File: config.mk
export PLATFORM = sky130hd
export DESIGN_NAME = keypad_scanner
export DESIGN_NICKNAME = d
export VERILOG_FILES = /design/src/rtl/keypad_scanner.sv
export SDC_FILE = /design/constraint.sdc
export NUM_CORES = 1
export LEC_CHECK = 0
export CAP_MARGIN = 10
export CORE_UTILIZATION = 55
export CTS_CLUSTER_SIZE = 12
export DETAILED_ROUTE_END_ITERATION = 12
export GPL_ROUTABILITY_DRIVEN = 0
export MAX_ROUTING_LAYER = met4
export PLACE_DENSITY = 0.85
export SETUP_SLACK_MARGIN = 0.15
export SYNTH_ARGS = -nofsm -noshare
export SYNTH_HDL_FRONTEND = slang
export SYNTH_SLANG_ARGS = --single-unit
File: constraint.sdc
create_clock -name clk_50MHz -period 25.3 [get_ports clk_50MHz]
set_input_delay 5.06 -clock clk_50MHz [delete_from_list [all_inputs] [get_ports clk_50MHz]]
set_output_delay 5.06 -clock clk_50MHz [all_outputs]
set_load 0.02 [all_outputs]
File: src/rtl/keypad_scanner.sv
// keypad_scanner
//   Scans a 4x4 active-low matrix keypad one column at a time, builds a
//   16-bit pressed-key snapshot per frame, debounces it frame by frame and
//   reports each accepted press with a one-cycle strobe and a 4-bit code.
//
// Ports
//   clk_50MHz   in   system clock (only clock)
//   reset       in   synchronous active-low reset
//   keypad_row  in   [3:0] row sense lines, active-low, asynchronous
//   keypad_col  out  [3:0] column drive, active-low, one-cold
//   key_code    out  [3:0] {col_idx, row_idx} of last accepted key
//   key_valid   out  one-cycle strobe on acceptance
//   key_held    out  high from acceptance until release is accepted
//
// Debounce FSM
//   state      | meaning
//   -----------+-----------------------------------------------------
//   S_IDLE     | no key accepted, waiting for a single-key frame
//   S_DEBOUNCE | candidate key seen in cnt consecutive frames
//   S_HELD     | key accepted, waiting for an empty frame
//   S_RELEASE  | empty frames seen cnt times while key still held

module keypad_scanner #(
    parameter int SCAN_DIV        = 5000,
    parameter int DEBOUNCE_FRAMES = 20
) (
    input  logic       clk_50MHz,
    input  logic       reset,
    input  logic [3:0] keypad_row,
    output logic [3:0] keypad_col,
    output logic [3:0] key_code,
    output logic       key_valid,
    output logic       key_held
);

    localparam int               DIV_W      = $clog2(SCAN_DIV);
    localparam logic [DIV_W-1:0] DIV_LAST   = DIV_W'(SCAN_DIV - 1);
    localparam int               CNT_W      = $clog2(DEBOUNCE_FRAMES + 1);
    localparam logic [CNT_W-1:0] CNT_ACCEPT = CNT_W'(DEBOUNCE_FRAMES);
    localparam logic [CNT_W-1:0] CNT_MAX    = '1;

    typedef enum logic [1:0] {
        S_IDLE,
        S_DEBOUNCE,
        S_HELD,
        S_RELEASE
    } state_t;

    // ------------------------------------------------------------------
    // Column scan and row capture
    // ------------------------------------------------------------------
    logic [DIV_W-1:0] div_q;
    logic [1:0]       col_idx_q;
    logic [1:0]       col_next;
    logic [3:0]       col_drv_q;
    logic [3:0]       row_meta_q;
    logic [3:0]       row_sync_q;
    logic [15:0]      snap_q;
    logic [15:0]      snap_d;
    logic             frame_done_q;
    logic             tick;

    assign tick     = (div_q == DIV_LAST);
    assign col_next = col_idx_q + 2'd1;

    always_comb begin
        snap_d = snap_q;
        snap_d[{col_idx_q, 2'b00} +: 4] = ~row_sync_q;
    end

    always_ff @(posedge clk_50MHz) begin
        if (!reset) begin
            div_q        <= '0;
            col_idx_q    <= 2'd0;
            col_drv_q    <= 4'b1110;
            row_meta_q   <= 4'b1111;
            row_sync_q   <= 4'b1111;
            snap_q       <= '0;
            frame_done_q <= 1'b0;
        end else begin
            row_meta_q   <= keypad_row;
            row_sync_q   <= row_meta_q;
            div_q        <= tick ? '0 : div_q + DIV_W'(1);
            // The snapshot is only complete once column 3 has been stored,
            // so classification looks at it one cycle after that tick.
            frame_done_q <= tick && (col_idx_q == 2'd3);
            if (tick) begin
                snap_q    <= snap_d;
                col_idx_q <= col_next;
                col_drv_q <= ~(4'b0001 << col_next);
            end
        end
    end

    assign keypad_col = col_drv_q;

    // ------------------------------------------------------------------
    // Frame classification
    // ------------------------------------------------------------------
    logic [4:0] pop;
    logic [3:0] key_idx;
    logic       cls_none;
    logic       cls_single;

    // Bit index 4*col+row is already the {col,row} key code.
    always_comb begin
        pop     = 5'd0;
        key_idx = 4'd0;
        for (int i = 0; i < 16; i++) begin
            if (snap_q[i]) begin
                pop     = pop + 5'd1;
                key_idx = 4'(i);
            end
        end
    end

    assign cls_none   = (pop == 5'd0);
    assign cls_single = (pop == 5'd1);

    // ------------------------------------------------------------------
    // Debounce FSM
    // ------------------------------------------------------------------
    state_t           state_q, state_d;
    logic [CNT_W-1:0] cnt_q, cnt_d;
    logic [CNT_W-1:0] cnt_inc;
    logic [3:0]       cand_q, cand_d;
    logic [3:0]       code_q, code_d;
    logic             valid_q, valid_d;
    logic             held_q, held_d;

    assign cnt_inc = (cnt_q == CNT_MAX) ? cnt_q : cnt_q + CNT_W'(1);

    always_comb begin
        state_d = state_q;
        cnt_d   = cnt_q;
        cand_d  = cand_q;
        code_d  = code_q;
        valid_d = 1'b0;
        held_d  = held_q;

        if (frame_done_q) begin
            case (state_q)
                S_IDLE: begin
                    if (cls_single) begin
                        cand_d  = key_idx;
                        cnt_d   = CNT_W'(1);
                        state_d = S_DEBOUNCE;
                    end
                end
                S_DEBOUNCE: begin
                    if (cls_single && (key_idx == cand_q)) begin
                        cnt_d = cnt_inc;
                        if (cnt_inc == CNT_ACCEPT) begin
                            code_d  = cand_q;
                            valid_d = 1'b1;
                            held_d  = 1'b1;
                            state_d = S_HELD;
                        end
                    end else begin
                        cnt_d   = '0;
                        state_d = S_IDLE;
                    end
                end
                S_HELD: begin
                    if (cls_none) begin
                        cnt_d   = CNT_W'(1);
                        state_d = S_RELEASE;
                    end
                end
                S_RELEASE: begin
                    if (cls_none) begin
                        cnt_d = cnt_inc;
                        if (cnt_inc == CNT_ACCEPT) begin
                            held_d  = 1'b0;
                            state_d = S_IDLE;
                        end
                    end else begin
                        // Bounce during release: back to held, no new strobe.
                        cnt_d   = '0;
                        state_d = S_HELD;
                    end
                end
                default: begin
                    state_d = S_IDLE;
                end
            endcase
        end
    end

    always_ff @(posedge clk_50MHz) begin
        if (!reset) begin
            state_q <= S_IDLE;
            cnt_q   <= '0;
            cand_q  <= 4'd0;
            code_q  <= 4'd0;
            valid_q <= 1'b0;
            held_q  <= 1'b0;
        end else begin
            state_q <= state_d;
            cnt_q   <= cnt_d;
            cand_q  <= cand_d;
            code_q  <= code_d;
            valid_q <= valid_d;
            held_q  <= held_d;
        end
    end

    assign key_code  = code_q;
    assign key_valid = valid_q;
    assign key_held  = held_q;

endmodule

# Word-level counts from Yosys, hierarchy flattened
# Index checks and enable logic that the tools add are counted.
[op_classes]
add_sub_neg = 19
n_eq_ne = 17
shift = 3
muxes = 51
n_bitwise = 3
n_reduce_logical = 12
[ops]
columns = ["op", "count"]
rows = [
  ["5-bit two-way mux", 20],
  ["5-bit by 1-bit adder with 5-bit output, second input constant", 16],
  ["4-bit two-way mux", 14],
  ["5-bit one-hot mux with 4 select lines", 1],
  ["16-bit bitwise mux", 1],
  ["4-bit by 6-bit variable shift with 16-bit output, first input constant", 1],
  ["4-bit by 6-bit variable part select with 16-bit output", 1],
  ["13-bit by 1-bit adder with 13-bit output, second input constant", 1],
  ["13-bit equality test, second input constant", 1],
  ["2-bit two-way mux", 6],
  ["2-bit inequality test, second input constant", 6],
  ["5-bit equality test, second input constant", 2],
  ["4-bit inverter", 2],
  ["2-bit one-hot mux with 4 select lines", 1],
  ["4-bit AND reduction", 2],
  ["1-bit two-way mux", 7],
  ["2-bit equality test, second input constant", 3],
  ["3-bit inequality test, second input constant", 2],
  ["4-bit negation with 6-bit output", 1],
  ["3-bit AND reduction", 2],
  ["6-bit AND reduction", 1],
  ["5-bit by 1-bit equality test with 1-bit output, second input constant", 1],
  ["5-bit logical NOT", 1],
  ["5-bit AND reduction", 1],
  ["other kinds (10)", 11],
]
[word_totals]
reg_bits = 61
inputBits = 6
out_inout_bits = 10
wordCells = 118

# Depth between registers and ports, before layout
# Gate-level depths: netlist of run 1.
[depth]
word_depth = 35
mapped_depth = 50
mapped_depth_nobuf = 49

# Least setup slack after synthesis of run 1
# OpenSTA, ideal clock, no wires.
[synth_timing]
path_type = "reg2reg"
startpoint = "register snap_q[1]"
endpoint = "register cnt_q[1]"
setup_ns = 0.122
arrival_ns = 9.127
setup_slack_ns = 16.050
stages_incl_launch_ff = 49
path_buffers = 2
period_less_slack_ns = 9.250
cell_sequence = "dfxtp_1 inv_1 ha_1 buf_2 xor2_1 ha_1 nand2_1 o21ai_0 ha_1 mux2_2 ha_1 a32oi_1 nand2_1 ha_1 nor2b_1 a31oi_1 ha_1 nand2_1 [... 13 more ...] ha_1 nand2_1 nand2_1 ha_1 nor2b_1 a21oi_1 ha_1 mux2_2 ha_1 mux2_2 ha_1 nor4b_1 a21oi_1 a21o_1 mux2_4 buf_6 o2111a_1 a311o_1"
[synth_between]
elab_chain_cells = 33
word_cells_on_any_way = 54
[synth_rtl]
columns = ["element", "line", "text"]
rows = [
  ["from (decl)", "58", "logic [15:0] snap_q;"],
  ["from (signal assigned)", "88", "snap_q <= snap_d;"],
  ["5-bit two-way mux", "110", "if (snap_q[i]) begin"],
  ["5-bit by 1-bit adder with 5-bit output", "111", "pop = pop + 5'd1;"],
  ["5-bit two-way mux", "110", ""],
  ["5-bit by 1-bit adder with 5-bit output", "111", ""],
  ["5-bit two-way mux", "110", ""],
  ["5-bit by 1-bit adder with 5-bit output", "111", ""],
  ["5-bit two-way mux", "110", ""],
  ["5-bit by 1-bit adder with 5-bit output", "111", ""],
  ["[... 17 more ...]", "n/a", ""],
  ["5-bit by 1-bit adder with 5-bit output", "111", ""],
  ["5-bit two-way mux", "110", ""],
  ["5-bit by 1-bit adder with 5-bit output", "111", ""],
  ["5-bit two-way mux", "110", ""],
  ["5-bit by 1-bit equality test with 1-bit output", "118", "assign cls_single = (pop == 5'd1);"],
  ["1-bit logical AND", "151", "if (cls_single && (key_idx == cand_q)) begin"],
  ["5-bit two-way mux", "151", ""],
  ["5-bit one-hot mux with 4 select lines", "142", "case (state_q)"],
  ["to (signal assigned)", "200", "cnt_q <= cnt_d;"],
  ["to (decl)", "124", "logic [CNT_W-1:0] cnt_q, cnt_d;"],
]
# Several ways; a longest one is shown, not always the timed one.
# A chain may end at the register's enable or synchronous reset.

# Worst setup path after layout of run 1
[layout_timing]
startpoint = "register snap_q[1]"
endpoint = "register cnt_q[2]"
# The elaborated chain is that of the path after synthesis.

==> out/results.ini, run 1 <==
[floorplanning]
die_y_microns = 89.66
num_rows = 31
io_pins = 16
core-area_sq_um = 7331
dieArea_sq_um = 8039
dieWidth_microns = 89.66
start_util_pct = 57.65

[clock_tree]
clkTransAtPathRegs_ps = 70
insertion_delay_ps = 340
cts_setup_buffers = 0
ctsResizeCount = 0
clockBufferDepth = 2
cts_sinks = 61
cts_tree = built
cts_made_buffers = 9
cts_root_buffer = clkbuf_8
cts_hold_buf = 0
cts_max_level = 3

[yosys]
synth_cell_types = 72
synth_area_leaders = dfxtp_1 (29%), ha_1 (6.5%), xnor2_1 (5.4%)
yosys_warnings = 0
syn_area_per_cell_sq_um = 8.271
syn_area_sq_um = 4227
async_reset_ff_share_pct = 0
synth_cells = 511
yosysTopAreaCell = dfxtp_1
yosysSeqAreaShare_pct = 28.89
synth-seq-cells = 61
synth_top_area_share_pct = 28.89
synthTopCellsByCount = dfxtp_1 (61), nor2_1 (58), nand2_1 (52), a21oi_1 (35), xnor2_1 (26)
synth_edf_count = 0
synth_top_flop_cell = dfxtp_1
yosysMostFrequentCell = dfxtp_1
synth_nets = 539

[sta]
final_max_slew_viol_count = 0
final.min_clock_period_ps = 10230
setup-violations-final = 0
hold_violations = 0
finalCritPeriodShare_pct = 40.45
rsz0062_at_grt = no
fin_setup_tns_ps = 0
max_slew_margin_pct = 21.87
clock_skew_ps = 10.10
tightest_slew_ps = 1163
fmax_mhz = 97.72

[cells_and_area]
nets = 541
insertedDiodeCount = 0
drive_gt1_share_pct = 7.143
fin_cells = 617
area_delta_synth_final_pct = 9.266
post-route-util_pct = 63.00
num-fill-cells = 582

[detailed_routing]
drt_iter0_drc = 191
routedWlPerCell_microns = 13.90
vias = 3579
final_antenna_net_count = 0
post-route-drc-count = 0
wl_microns = 8576
first_pass_iters = 5
vias_per_cell = 5.801

[placement]
dp.cells = 601
hpwl_microns = 6106
portBuffers = 15

[critical_path]
crit_cells = 46
cp.arrival_ps = 10460
cpMostUsedCell = ha_1
ff2ff_path_depth = 46
cp-end-kind = flip-flop
cpMaxStageDelayCell = mux2i_1
critPathTopFamily = adder cells
path_max_fanout = 8
worst_ep_required_time_ps = 25530
worst_setup_path_start_kind = flip-flop
cp_slowest_stage_delay_ps = 480
path_buf_inv = 2
path_class = flip-flop to flip-flop

[power]
ir_worst_vdd_v = 0.00006093
p_leak_uw = 0.001839
powerDensity_nw_per_um2 = 42.81
power_uw = 197.7

[global_routing]
grt_max_degree = 33
grt-ovfl-total = 0
grt_pass1_wl_microns = 14760
grt_antenna_before_repair = 0
grt_usage_pct = 24.13
grt_pass1_vias = 3428

[min_path]
hold_path.class = flip-flop to flip-flop
whs_path_depth = 1

[job]
cap_viol_max_count = 0

[status]
status = complete, no violations

==> report_power, final <==
part           switching [uW]  leakage [uW]  internal (uW)
sequential              0.751      0.000494           97.0
combinational            2.20       0.00123           1.46
clock                    35.7      0.000116           60.5
==> cell families (layout without fill, tap and decap cells) <==
kind of cell / Yosys count / count (layout) / share of synthesized area [%]
and+or+nand+nor: 213 / 213 / 24.90
AOI/OAI and AO/OA: 91 / 91 / 14.18
xor gates and xnor gates: 64 / 64 / 17.35
DFF: 61 / 61 / 28.89
buffers and inverters: 45 / 52 / 4.411
adders and majority gates: 23 / 23 / 6.749
muxes: 14 / 14 / 3.523
==> through the flow <==
step           hold WS [ps]  cell area, sq um  setup slack, ps
4_1_cts               401.5              4618            15150
6_report              397.7              4618            15070
3_5_place_dp          391.7              4393            15170
3_3_place_gp          393.2              4393            15650
2_1_floorplan         386.3              4227            16050
5_1_grt               426.3              4618            14270
==> cell type report <==
cell class | instances | area, sq um | area share, %
clock inverters | 4 | 70.07 | 1.517
repair buffers | 15 | 150.1 | 3.251
inverters | 21 | 78.83 | 1.707
flip-flops and latches | 61 | 1221 | 26.44
well taps | 99 | 123.9 | 2.682
clock buffers | 12 | 155.1 | 3.360
multi-input cells | 405 | 2819 | 61.04
==> sequential cells by signal, indices dropped and copies added (netlist names), 2 cells and up <==
register / flops
col_idx_q: 2
row_sync_q: 4
state_q: 2
row_meta_q: 4
snap_q: 16
key_code: 4
keypad_col: 4
div_q: 13
cnt_q: 5
cand_q: 4
==> placed cells by master, fill, tap and decap left out, types with 4 or more instances in the layout <==
cell type / instances
dfxtp_1: 61
nor2_1: 58
nand2_1: 52
a21oi_1: 35
xnor2_1: 26
xor2_1: 23
nor3_1: 23
ha_1: 22
inv_1: 20
nand3_1: 17
clkdlybuf4s50_1: 15
o21ai_0: 14
nand2b_1: 13
clkbuf_8: 11
mux2i_1: 10
xnor3_1: 7
nor2b_1: 6
nand4_1: 6
xnor2_2: 5
a31oi_1: 5
nor3b_1: 5
or3_1: 5
nor4_1: 4
a311oi_1: 4
==> routing by layer <==
layer	vias up	wire, microns	global-route usage [%]
met3	28	357	4.479
met5	-	0	-
met1	1643	3881	28.61
li1	1803	-	-
met2	105	4134	39.81
met4	0	203	10.97
==> path summary, 6_finish.rpt <==
kind / startpoint / end / slack, ps
worst max-delay path: snap_q[1] / cnt_q[2] / 15070
worst min-delay path: row_meta_q[1] / row_sync_q[1] / 400
worst max register to register: snap_q[1] / cnt_q[2] / 15070
worst min register to register: row_meta_q[1] / row_sync_q[1] / 400
==> worst reg2reg max path, delay by kind of cell, from the launching register on <==
kind	cells	cell delay [ps]
AND/OR/NAND/NOR	11	1250
XOR/XNOR	1	180
multiplexers	4	1300
buffers and inverters	2	120
AO/OA/AOI/OAI	14	2610
adder cells (fa/ha/maj)	14	4260
flip-flops	1	380
Power figures use the tool's default switching activity.
==> run 2: changes to the inputs <==
clock period = 10.5 ns   (was 25.3 ns; I/O delays follow)
==> run 2 against run 1 <==
- final area grew 1.0%
- clock skew fell by 2.5 ps
- die area stayed put
- worst setup slack lost 14000 ps
- sequential share of layout area is 0.26 points lower
- via count shrank 1.0%
- register-to-register slack worse by 14000 ps
- flip-flop and latch count unchanged
- largest power group unchanged
==> out/results.ini, run 2 (synthesized netlist as in run 1, its figures left out) <==
[critical_path]
cp.arrival_ps = 9930
cpMostUsedCell = ha_1
cp-end-kind = flip-flop
worst_setup_path_start_kind = flip-flop
critPathCapture = key_held
worst_ep_required_time_ps = 10730
cp_slowest_stage_delay_ps = 380
r2r_end = key_held
path_max_fanout = 11
path_class = flip-flop to flip-flop
crit_path_start = snap_q[0]
cpMaxStageDelayCell = or3_1
r2r_slack_ps = 800
rr_startpoint = snap_q[0]
ff2ff_path_depth = 47

[min_path]
hold_path.class = flip-flop to flip-flop

[clock_tree]
cts_root_buffer = clkbuf_8
insertion_delay_ps = 340
clkTransAtPathRegs_ps = 70
cts_made_buffers = 9
cts_sinks = 61
cts_tree = built
cts_max_level = 3
clockBufferDepth = 2
cts_hold_buf = 0

[sta]
fmax_mhz = 103.0
hold_violations = 0
tightest_slew_ps = 1114
clock_skew_ps = 7.645
final_max_slew_viol_count = 0
setup-violations-final = 0
finalCritPeriodShare_pct = 92.42
fin_hold_ws_ps = 409.2
rsz0062_at_grt = no
final.min_clock_period_ps = 9704
fin_setup_tns_ps = 0
max_slew_margin_pct = 25.15

[cells_and_area]
reg_top3 = snap_q: 16 flops, div_q: 13 flops, cnt_q: 5 flops
num-fill-cells = 588
seq_area_sq_um = 1221
insertedDiodeCount = 0
multiInputGateArea_sq_um = 2856
nets = 544
layout_common_cells = dfxtp_1 (61), nor2_1 (58), nand2_1 (52)
area_delta_synth_final_pct = 10.36
mostFrequentLayoutCell = dfxtp_1
largest_reg_flops = 16
regMostFlops = snap_q
drive_gt1_share_pct = 8.829

[floorplanning]
dieArea_sq_um = 8039
io_pins = 16
start_util_pct = 57.65
die_y_microns = 89.66
dieWidth_microns = 89.66
core-area_sq_um = 7331
num_rows = 31

[placement]
portBuffers = 15
hpwl_microns = 6234

[global_routing]
grt_max_degree = 33
grt-ovfl-total = 0
grt_pass1_vias = 3437
grt_antenna_before_repair = 0
grt_usage_pct = 24.53
grt_pass1_wl_microns = 14900

[job]
cap_viol_max_count = 0

[power]
ir_worst_vdd_v = 0.0001558
powerDensity_nw_per_um2 = 98.58
p_leak_uw = 0.001847

[detailed_routing]
first_pass_iters = 6
drt_iter0_drc = 143
final_antenna_net_count = 0
routedWlPerCell_microns = 14.14
post-route-drc-count = 0
vias_per_cell = 5.713
wl_microns = 8765
vias = 3542

[status]
status = complete, no violations

## run 2: worst max-delay path, delay by kind of cell, from the launching register on
family                   cells  cell delay [ps]
adder cells (fa/ha/maj)     14             4110
multiplexers                 4             1170
flip-flops                   1              330
buffers and inverters        2              110
AO/OA/AOI/OAI               13             1790
AND/OR/NAND/NOR             14             2070
## run 2: final cells by class
cell class | count | share of cell area (%)
multi-input cells | 405 | 61.24
flip-flops and latches | 61 | 26.18
repair buffers | 18 | 3.702
clock buffers | 13 | 3.621
well taps | 99 | 2.656
inverters | 21 | 1.690
clock inverters | 3 | 0.9120
## run 2: how the worst min path moves through the flow
stage,start,to,slack [ps],cells after the start
3_5_place_dp,row_meta_q[3],row_sync_q[3],400,1
2_1_floorplan,row_meta_q[0],row_sync_q[0],390,1
6_report,row_meta_q[3],row_sync_q[3],410,1
4_1_cts,row_meta_q[3],row_sync_q[3],410,1
5_1_grt,row_meta_q[3],row_sync_q[3],420,1
3_3_place_gp,row_meta_q[0],row_sync_q[0],390,1
## run 2: layer usage
metal	track usage (%)	wire, microns
met5	-	0
met4	9.524	150
met3	3.931	283
met2	41.46	4358
met1	29.29	3972
## run 2: report_power, final
group	switching, uW	internal, uW
clock	86.7	129
combinational	5.30	3.51
sequential	1.81	234
total	93.8	366
## run 2: through the flow
stage | setup slack (ps) | area, sq um | util (%) | std cells | power (uW)
6_report | 795.6 | 4664 | 63.63 | 620 | 459.8
5_1_grt | 102.3 | 4664 | 63.63 | 620 | 473.5
4_1_cts | 269.3 | 4612 | 62.91 | 618 | 461.0
3_5_place_dp | 278.6 | 4400 | 60.03 | 602 | 249.3
3_3_place_gp | 932.6 | 4400 | 60.03 | 602 | 248.8
2_1_floorplan | 1250 | 4227 | - | 511 | 245.9
## run 2: what timing repair did
item / in CTS / in global routing
gates resized for setup: 0 / 7
endpoints found under the setup margin: 0 / 17
setup buffers: 0 / 2
hold endpoints to repair: 0 / 0
